==> config.mk <==
export PLATFORM = sky130hd
export DESIGN_NAME = dma_tx_sequencer_flat
export DESIGN_NICKNAME = d
export VERILOG_FILES = /design/src/rtl/dma_pkg.sv /design/src/rtl/axi_clks.sv /design/src/rtl/dma_tx_sequencer.sv /design/src/flat_wrapper.sv
export SDC_FILE = /design/constraint.sdc
export NUM_CORES = 1
export LEC_CHECK = 0
export CAP_MARGIN = 20
export CORE_ASPECT_RATIO = 2
export CORE_MARGIN = 5
export CORE_UTILIZATION = 40
export DETAILED_ROUTE_END_ITERATION = 8
export GPL_TIMING_DRIVEN = 0
export MAX_ROUTING_LAYER = met4
export PLACE_DENSITY = 0.75
export SKIP_CTS_REPAIR_TIMING = 1
export SYNTH_ARGS = -nofsm -noshare
export SYNTH_HDL_FRONTEND = slang
export SYNTH_SLANG_ARGS = --single-unit
==> constraint.sdc <==
create_clock -name clks_clk -period 2.75 [get_ports clks_clk]
set_input_delay 0.55 -clock clks_clk [delete_from_list [all_inputs] [get_ports clks_clk]]
set_output_delay 0.55 -clock clks_clk [all_outputs]
set_load 0.03 [all_outputs]
==> src/rtl/dma_pkg.sv <==
// Shared types for the DMA TX sequencer: FSM states, descriptor layout, beat size.
package dma_pkg;
  localparam int BEAT_BYTES = 8;

  typedef enum logic [2:0] {IDLE, FETCH, ADDR, DATA, DONE} state_e;

  typedef struct packed {
    logic        eof;
    logic [15:0] len;
    logic [31:0] addr;
  } desc_t;

  // Beats needed to move len bytes; widened so len=16'hFFFF cannot wrap.
  function automatic logic [13:0] beats_of(input logic [15:0] len);
    logic [16:0] s;
    s = {1'b0, len} + 17'(BEAT_BYTES - 1);
    return s[16:3];
  endfunction
endpackage

==> src/rtl/axi_clks.sv <==
// Clock/reset bundle; rst is asynchronous active-low.
interface AXI_clks;
  logic clk;
  logic rst;
  modport to_rtl (input clk, input rst);
endinterface

==> src/rtl/dma_tx_sequencer.sv <==
// Pops descriptors, issues AXI read bursts and forwards read beats to the TX stream.
// Optional watchdog enabled by defining DMA_TX_TIMEOUT_EN.
module dma_tx_sequencer
  import dma_pkg::*;
#(
  parameter int MAX_BURST   = 16,
  parameter int TIMEOUT_CYC = 1024
) (
  AXI_clks.to_rtl      clks,
  input  logic         start,
  input  logic         stack_empty,
  input  logic [63:0]  haddr,
  output logic         pop,
  output logic [31:0]  m_araddr,
  output logic [7:0]   m_arlen,
  output logic [2:0]   m_arsize,
  output logic         m_arvalid,
  input  logic         m_arready,
  input  logic [63:0]  m_rdata,
  input  logic [1:0]   m_rresp,
  input  logic         m_rlast,
  input  logic         m_rvalid,
  output logic         m_rready,
  output logic [63:0]  tx_data,
  output logic [7:0]   tx_keep,
  output logic         tx_last,
  output logic         tx_valid,
  input  logic         tx_ready,
  output logic         busy,
  output logic         desc_done,
  output logic         err,
  output logic         timeout
);
  state_e      state_q, state_d;
  logic [31:0] addr_q, addr_d;
  logic [2:0]  len_lo_q, len_lo_d;
  logic        eof_q, eof_d;
  logic [13:0] beats_q, beats_d;
  logic [7:0]  arlen_q, arlen_d;
  logic [7:0]  bcnt_q, bcnt_d;
  logic        err_q, err_d;
  desc_t       hd;
  logic        in_data, beat, last_beat, burst_end;
  logic [7:0]  keep;
  logic        unused_haddr;

  assign hd           = '{eof: haddr[63], len: haddr[47:32], addr: haddr[31:0]};
  assign unused_haddr = ^haddr[62:48];

  function automatic logic [7:0] arlen_of(input logic [13:0] b);
    return (b > 14'(MAX_BURST)) ? 8'(MAX_BURST - 1) : 8'(b - 14'd1);
  endfunction

  assign in_data   = (state_q == DATA);
  assign beat      = in_data & m_rvalid & tx_ready;
  assign last_beat = (beats_q == 14'd1);
  assign burst_end = (bcnt_q == arlen_q);
  assign keep      = (last_beat && len_lo_q != 3'd0) ? ~(8'hFF << len_lo_q) : 8'hFF;

`ifdef DMA_TX_TIMEOUT_EN
  localparam int CYC_W = $clog2(TIMEOUT_CYC + 1);
  logic [CYC_W-1:0] cyc_q, cyc_d;
  logic             timeout_q, timeout_d;
  assign timeout = timeout_q;
`else
  assign timeout = 1'b0;
`endif

  always_comb begin
    state_d  = state_q;
    addr_d   = addr_q;
    len_lo_d = len_lo_q;
    eof_d    = eof_q;
    beats_d  = beats_q;
    arlen_d  = arlen_q;
    bcnt_d   = bcnt_q;
    err_d    = err_q;
    case (state_q)
      IDLE: if (start && !stack_empty) state_d = FETCH;
      FETCH: begin
        addr_d   = hd.addr;
        len_lo_d = hd.len[2:0];
        eof_d    = hd.eof;
        beats_d  = beats_of(hd.len);
        arlen_d  = arlen_of(beats_of(hd.len));
        if (hd.len == 16'd0) begin
          err_d   = 1'b1;
          state_d = DONE;
        end else begin
          state_d = ADDR;
        end
      end
      ADDR: if (m_arready) begin
        bcnt_d  = '0;
        state_d = DATA;
      end
      DATA: if (beat) begin
        beats_d = beats_q - 14'd1;
        bcnt_d  = bcnt_q + 8'd1;
        // Our own beat count decides burst end; a bad rlast/rresp only flags err.
        if (m_rresp != 2'b00 || m_rlast != burst_end) err_d = 1'b1;
        if (burst_end) begin
          if (last_beat) begin
            state_d = DONE;
          end else begin
            addr_d  = addr_q + {20'd0, {1'b0, arlen_q} + 9'd1, 3'b000};
            arlen_d = arlen_of(beats_q - 14'd1);
            state_d = ADDR;
          end
        end
      end
      DONE: state_d = (start && !stack_empty) ? FETCH : IDLE;
      default: state_d = IDLE;
    endcase
`ifdef DMA_TX_TIMEOUT_EN
    timeout_d = 1'b0;
    cyc_d     = '0;
    if (state_q == ADDR || state_q == DATA) begin
      if ((m_arvalid && m_arready) || beat) begin
        cyc_d = '0;
      end else if (cyc_q == CYC_W'(TIMEOUT_CYC - 1)) begin
        timeout_d = 1'b1;
        err_d     = 1'b1;
        state_d   = IDLE;
      end else begin
        cyc_d = cyc_q + 1'b1;
      end
    end
`endif
  end

  always_ff @(posedge clks.clk or negedge clks.rst) begin
    if (!clks.rst) begin
      state_q   <= IDLE;
      addr_q    <= '0;
      len_lo_q  <= '0;
      eof_q     <= 1'b0;
      beats_q   <= '0;
      arlen_q   <= '0;
      bcnt_q    <= '0;
      err_q     <= 1'b0;
`ifdef DMA_TX_TIMEOUT_EN
      cyc_q     <= '0;
      timeout_q <= 1'b0;
`endif
    end else begin
      state_q   <= state_d;
      addr_q    <= addr_d;
      len_lo_q  <= len_lo_d;
      eof_q     <= eof_d;
      beats_q   <= beats_d;
      arlen_q   <= arlen_d;
      bcnt_q    <= bcnt_d;
      err_q     <= err_d;
`ifdef DMA_TX_TIMEOUT_EN
      cyc_q     <= cyc_d;
      timeout_q <= timeout_d;
`endif
    end
  end

  assign pop       = (state_q == FETCH);
  assign desc_done = (state_q == DONE);
  assign busy      = (state_q != IDLE);
  assign err       = err_q;
  assign m_arvalid = (state_q == ADDR);
  assign m_araddr  = m_arvalid ? addr_q : '0;
  assign m_arlen   = m_arvalid ? arlen_q : '0;
  assign m_arsize  = 3'b011;
  assign m_rready  = in_data & tx_ready;
  assign tx_valid  = in_data & m_rvalid;
  assign tx_data   = in_data ? m_rdata : '0;
  assign tx_keep   = in_data ? keep : '0;
  assign tx_last   = in_data & last_beat & eof_q;
endmodule

==> src/flat_wrapper.sv <==
// flat-port wrapper written by rule: the top's interface ports become plain ports
module dma_tx_sequencer_flat import dma_pkg::*;
#(
  parameter int MAX_BURST   = 16,
  parameter int TIMEOUT_CYC = 1024
)
  (start, stack_empty, haddr, pop, m_araddr, m_arlen, m_arsize, m_arvalid, m_arready, m_rdata, m_rresp, m_rlast, m_rvalid, m_rready, tx_data, tx_keep, tx_last, tx_valid, tx_ready, busy, desc_done, err, timeout, clks_clk, clks_rst);
  AXI_clks clks_i ();
  input  logic start;
  input  logic stack_empty;
  input  logic [63:0] haddr;
  output logic pop;
  output logic [31:0] m_araddr;
  output logic [7:0] m_arlen;
  output logic [2:0] m_arsize;
  output logic m_arvalid;
  input  logic m_arready;
  input  logic [63:0] m_rdata;
  input  logic [1:0] m_rresp;
  input  logic m_rlast;
  input  logic m_rvalid;
  output logic m_rready;
  output logic [63:0] tx_data;
  output logic [7:0] tx_keep;
  output logic tx_last;
  output logic tx_valid;
  input  logic tx_ready;
  output logic busy;
  output logic desc_done;
  output logic err;
  output logic timeout;
  input wire logic [$bits(clks_i.clk)-1:0] clks_clk;
  input wire logic [$bits(clks_i.rst)-1:0] clks_rst;
  assign clks_i.clk = clks_clk;
  assign clks_i.rst = clks_rst;
  dma_tx_sequencer #(.MAX_BURST(MAX_BURST), .TIMEOUT_CYC(TIMEOUT_CYC)) u_core (.clks(clks_i), .start(start), .stack_empty(stack_empty), .haddr(haddr), .pop(pop), .m_araddr(m_araddr), .m_arlen(m_arlen), .m_arsize(m_arsize), .m_arvalid(m_arvalid), .m_arready(m_arready), .m_rdata(m_rdata), .m_rresp(m_rresp), .m_rlast(m_rlast), .m_rvalid(m_rvalid), .m_rready(m_rready), .tx_data(tx_data), .tx_keep(tx_keep), .tx_last(tx_last), .tx_valid(tx_valid), .tx_ready(tx_ready), .busy(busy), .desc_done(desc_done), .err(err), .timeout(timeout));
endmodule
==> impl.org, run 1 <==
** Outcome
- Outcome :: finished, violations left
- The final reports fail on negative setup slack.

** Timing
- Final total negative setup slack :: -0.139 ns
- Setup repair after global routing could not meet its margin everywhere.
- The smallest clock period supported by the final layout is computed as 2.84 ns.
- The worst pin sits at a relative slew slack of 0.440.
- Number of hold-slack violations in the final timing report :: 0
- At the pin with the least slew margin, the transition time is 0.838 ns.
- Setup violations, final :: 3
- Final number of max-transition violations :: 0
- Final Hold Slack :: 0.00823 ns
- The clock arrives with 0.0103 ns of skew.
- Final setup slack of the worst path :: -0.0905 ns
- Based on the critical path, the design can be clocked at up to 352 MHz.
- Period utilization :: 1.03

** Worst setup path
- At the worst endpoint, the required time is 2.20 ns.
- Critical path's top delay family :: simple AND/OR/NAND/NOR gates
- Critical path fanouts, max :: 4
- In this design, the stage delay of the slowest critical-path cell is 0.55 ns.
- Number of cells on the worst reg-to-reg path :: 10
- The worst setup path is launched from a flop.
- Worst reg2reg endpoint :: u_core.addr_q[29]
- The worst setup path is captured at an output port.
- Data arrival time of the critical path :: 2.29 ns
- Counting both buffers and inverters, the worst setup path holds a total of 2.
- Cells along the critical path :: or4_4 > and4bb_4 > buf_12 > a21oi_2 > a31o_2 > buf_6
- Worst Path Class, Setup :: reg -> out
- The largest individual stage delay along the critical path comes from the cell or4_4.
- Slack of the worst reg-to-reg path :: -0.01 ns
- The startpoint identified for the worst register-to-register timing path is u_core.arlen_q[3].

** Place
- In this run, placement finished with an instance count of 1241.
- Detailed-placement wirelength estimate :: 19.2 mm
- Final Wtd Congestion :: 0.977
- Buffers placed on the I/O ports in this run total 239.
- Timing analysis after detailed placement gives a worst setup slack of -0.796 ns.

** Power and ir drop
- Of the total power, the share spent switching nets is 0.515.
- VDD IR max :: 0.621 mV
- Pwr per Cell Area :: 965 mW/mm^2
- Int Power :: 4520 uW
- Of the total power, combinational logic draws 0.657.
- The share of total power dissipated in sequential elements is 0.193.
- Summed over all cells, the static leakage comes to 0.00454 uW.
- In this run the power spent charging and discharging nets is 4800 uW.
- The share of total power dissipated in the clock network is 0.150.

** Finish
- Final net count :: 1235
- Layout cells sized above 1 :: 0.241
- Fillcell total :: 1442
- Storage element area :: 0.00176 sq mm
- The repair_antennas step left the layout with diodes totalling 0.
- Area growth syn-to-layout :: 51.0%
- Leaving out filler cells and counting taps, the final layout contains 1284.
- The multi-input combinational cells in the finished layout cover a total of 0.00459 sq mm.

** Yosys
- Summed instance area of the synthesized netlist :: 0.00639 sq mm
- The Yosys step of the flow raised 0 warnings.
- Top flip-flop cell by instance count after synthesis :: dfrtp_1
- Proportion of synthesized flip-flops having asynchronous set or reset :: 1.00
- Counting flops with a built-in enable in the synthesized netlist gives 0.
- After synthesis, the netlist uses 92 different library cells.
- Each instance of the synthesized netlist takes up on average 8.01 sq um.
- The cell count after synthesis came out at 798.
- Of the synthesized area, sequential elements account for 0.274.
- Counting flops and latches in the post-synthesis netlist gives 70.

** Floorplanning
- Pin placement for this block handled 262 I/O pins.
- Effective utilization at floorplan :: 0.405
- Row Count :: 65
- The floorplan step set the die width to 99.4 um.
- The die covers 0.0188 sq mm.
- Die height :: 189 um
- After floorplanning, the core was sized to cover 0.0158 sq mm.

** GRT
- Via count of the first global-routing pass :: 7314
- Global-route wire length before repair :: 37.5 mm
- Sum of overflow across all layers after global routing :: 0
- Global-route usage over all layers :: 0.260
- Entering global routing, the biggest net connects 66 pins.
- The number of antenna violations at the first check in global routing came to 0.

** Clock network
- TritonCTS clock tree :: done
- Clock buffer depth :: 2
- Clock tree synthesis inserted a total of 9 buffers.
- Clock sinks :: 70
- For the worst-skew pair, the clock arrives at the later sink with an insertion delay of 0.35 ns.
- Root buffer cell :: clkbuf_16
- CTS H-tree lvls :: 3
- After clock tree synthesis, the clock-pin slew on the worst setup and hold paths is 0.06 ns.

** Drt
- The count of nets left with antenna violations once routing finished came out at 0.
- For this run, the detailed router's first-pass iteration total came to 7.
- First DRT Iteration DRCs :: 398
- Dividing the detail-routed wire length by the instance count gives 19.6 um.
- Vias/cell :: 5.72
- For this run, design rule violations remaining after detail routing come to 0.
- For this block, the routed nets add up to 25.2 mm of wire.
- Vias after detailed routing :: 7349

** Worst hold path
- Type of the most critical hold path :: in -> async

** Flow run
- Across the run, the number of max-cap violations was 0.
-- kinds of logic (layout without fill, tap and decap cells) --
kind of cell,Yosys count,count (layout),share of synthesized area
compound gates,192,193,0.210
xor+xnor,52,52,0.0713
fa+ha+maj,20,20,0.0399
buf+inv,72,354,0.0574
flops,70,70,0.274
mux,6,6,0.00940
other cells,2,4,0.00118
simple gates,384,384,0.337
-- routing by layer --
metal  GRT usage  part of all wire  vias up
met3      0.0404             0.070       98
met1       0.248              0.32     3439
met5           -                 0        -
met2       0.484              0.55      394
li1            -                 -     3418
met4       0.144             0.060        0
-- flip-flops by register name (all words and copies together), names as in the netlist --
register,count
u_core.addr_q,32
u_core.err,1
u_core.beats_q,14
u_core.bcnt_q,8
u_core.eof_q,1
u_core.arlen_q,8
u_core.len_lo_q,3
u_core.state_q,3
-- cells in the final DEF, fill, tap and decap left out, drive strengths merged, types with 30 or more instances in the layout --
cell type,instances
clkbuf,125
clkdlybuf4s50,119
and2,114
nand2,76
dfrtp,70
nor2,67
buf,63
a21oi,42
o21ai,36
dlymetal6s2s,30
-- worst max-delay path by stage --
stage	from	to	depth (start not counted)
floorplan	u_core.arlen_q[0]	u_core.addr_q[22]	11
global placement	clks_rst	u_core.addr_q[22]	1
detailed placement	haddr[32]	u_core.arlen_q[4]	10
CTS	u_core.state_q[0]	tx_keep[2]	7
global route	u_core.arlen_q[0]	u_core.addr_q[28]	11
finish	u_core.beats_q[11]	tx_keep[5]	6
-- power by group through the flow --
stage / Clock (uW) / Sequential [uW] / Combinational, uW
floorplan: 0 / 1660 / 3960
CTS: 1400 / 1760 / 6260
global placement: 0 / 1770 / 6170
detailed placement: 0 / 1780 / 6240
finish: 1400 / 1800 / 6120
global route: 1430 / 1850 / 6550
-- synth_stat cells, drive strengths merged (13+ instances only) --
cell type,instances,area [sq um]
and2,114,716
nand2,76,285
dfrtp,70,1750
nor2,67,251
a21oi,41,205
clkbuf,38,143
o21ai,36,180
xnor2,26,228
xor2,26,228
nor3,25,135
nand3,24,120
buf,23,183
ha,18,225
a31oi,17,106
nand4,13,81.3
-- worst register-to-register path, cell delays in order, from the launching register on --
cell and delay, ns:
dfrtp_2 0.44, and4_4 0.25, nand4_1 0.11, xnor2_1 0.21, ha_2 0.33, a21o_1 0.20, a21o_1 0.19, a211o_4 0.36
and2_4 0.21, and4_4 0.20, a211oi_2 0.20
-- area by class of cell --
class / count / area share
tap: 201 / 0.0261
sequential: 70 / 0.182
timing repair buffer: 271 / 0.240
inverter: 11 / 0.00428
clock inverter: 6 / 0.0113
multi-input combinational: 659 / 0.476
buffer: 56 / 0.0350
clock buffer: 10 / 0.0248
-- stage by stage --
step	power, uW	area, sq um	utilization
after floorplan	5610	6400	-
after global placement	7940	9040	0.573
after detailed placement	8020	9070	0.575
after CTS	9420	9420	0.597
after global routing	9830	9650	0.612
final	9310	9650	0.612
(Power assumes the default switching activity.)
==> run 2, diff against run 1 <==
--- a/config.mk
+++ b/config.mk
@@ -10,6 +10,7 @@
 export CORE_MARGIN = 5
 export CORE_UTILIZATION = 40
 export DETAILED_ROUTE_END_ITERATION = 8
+export GPL_ROUTABILITY_DRIVEN = 1
 export GPL_TIMING_DRIVEN = 0
 export MAX_ROUTING_LAYER = met4
 export PLACE_DENSITY = 0.75
==> results of run 2 <==
Final layout, timing and power as in run 1 (identical DEF).
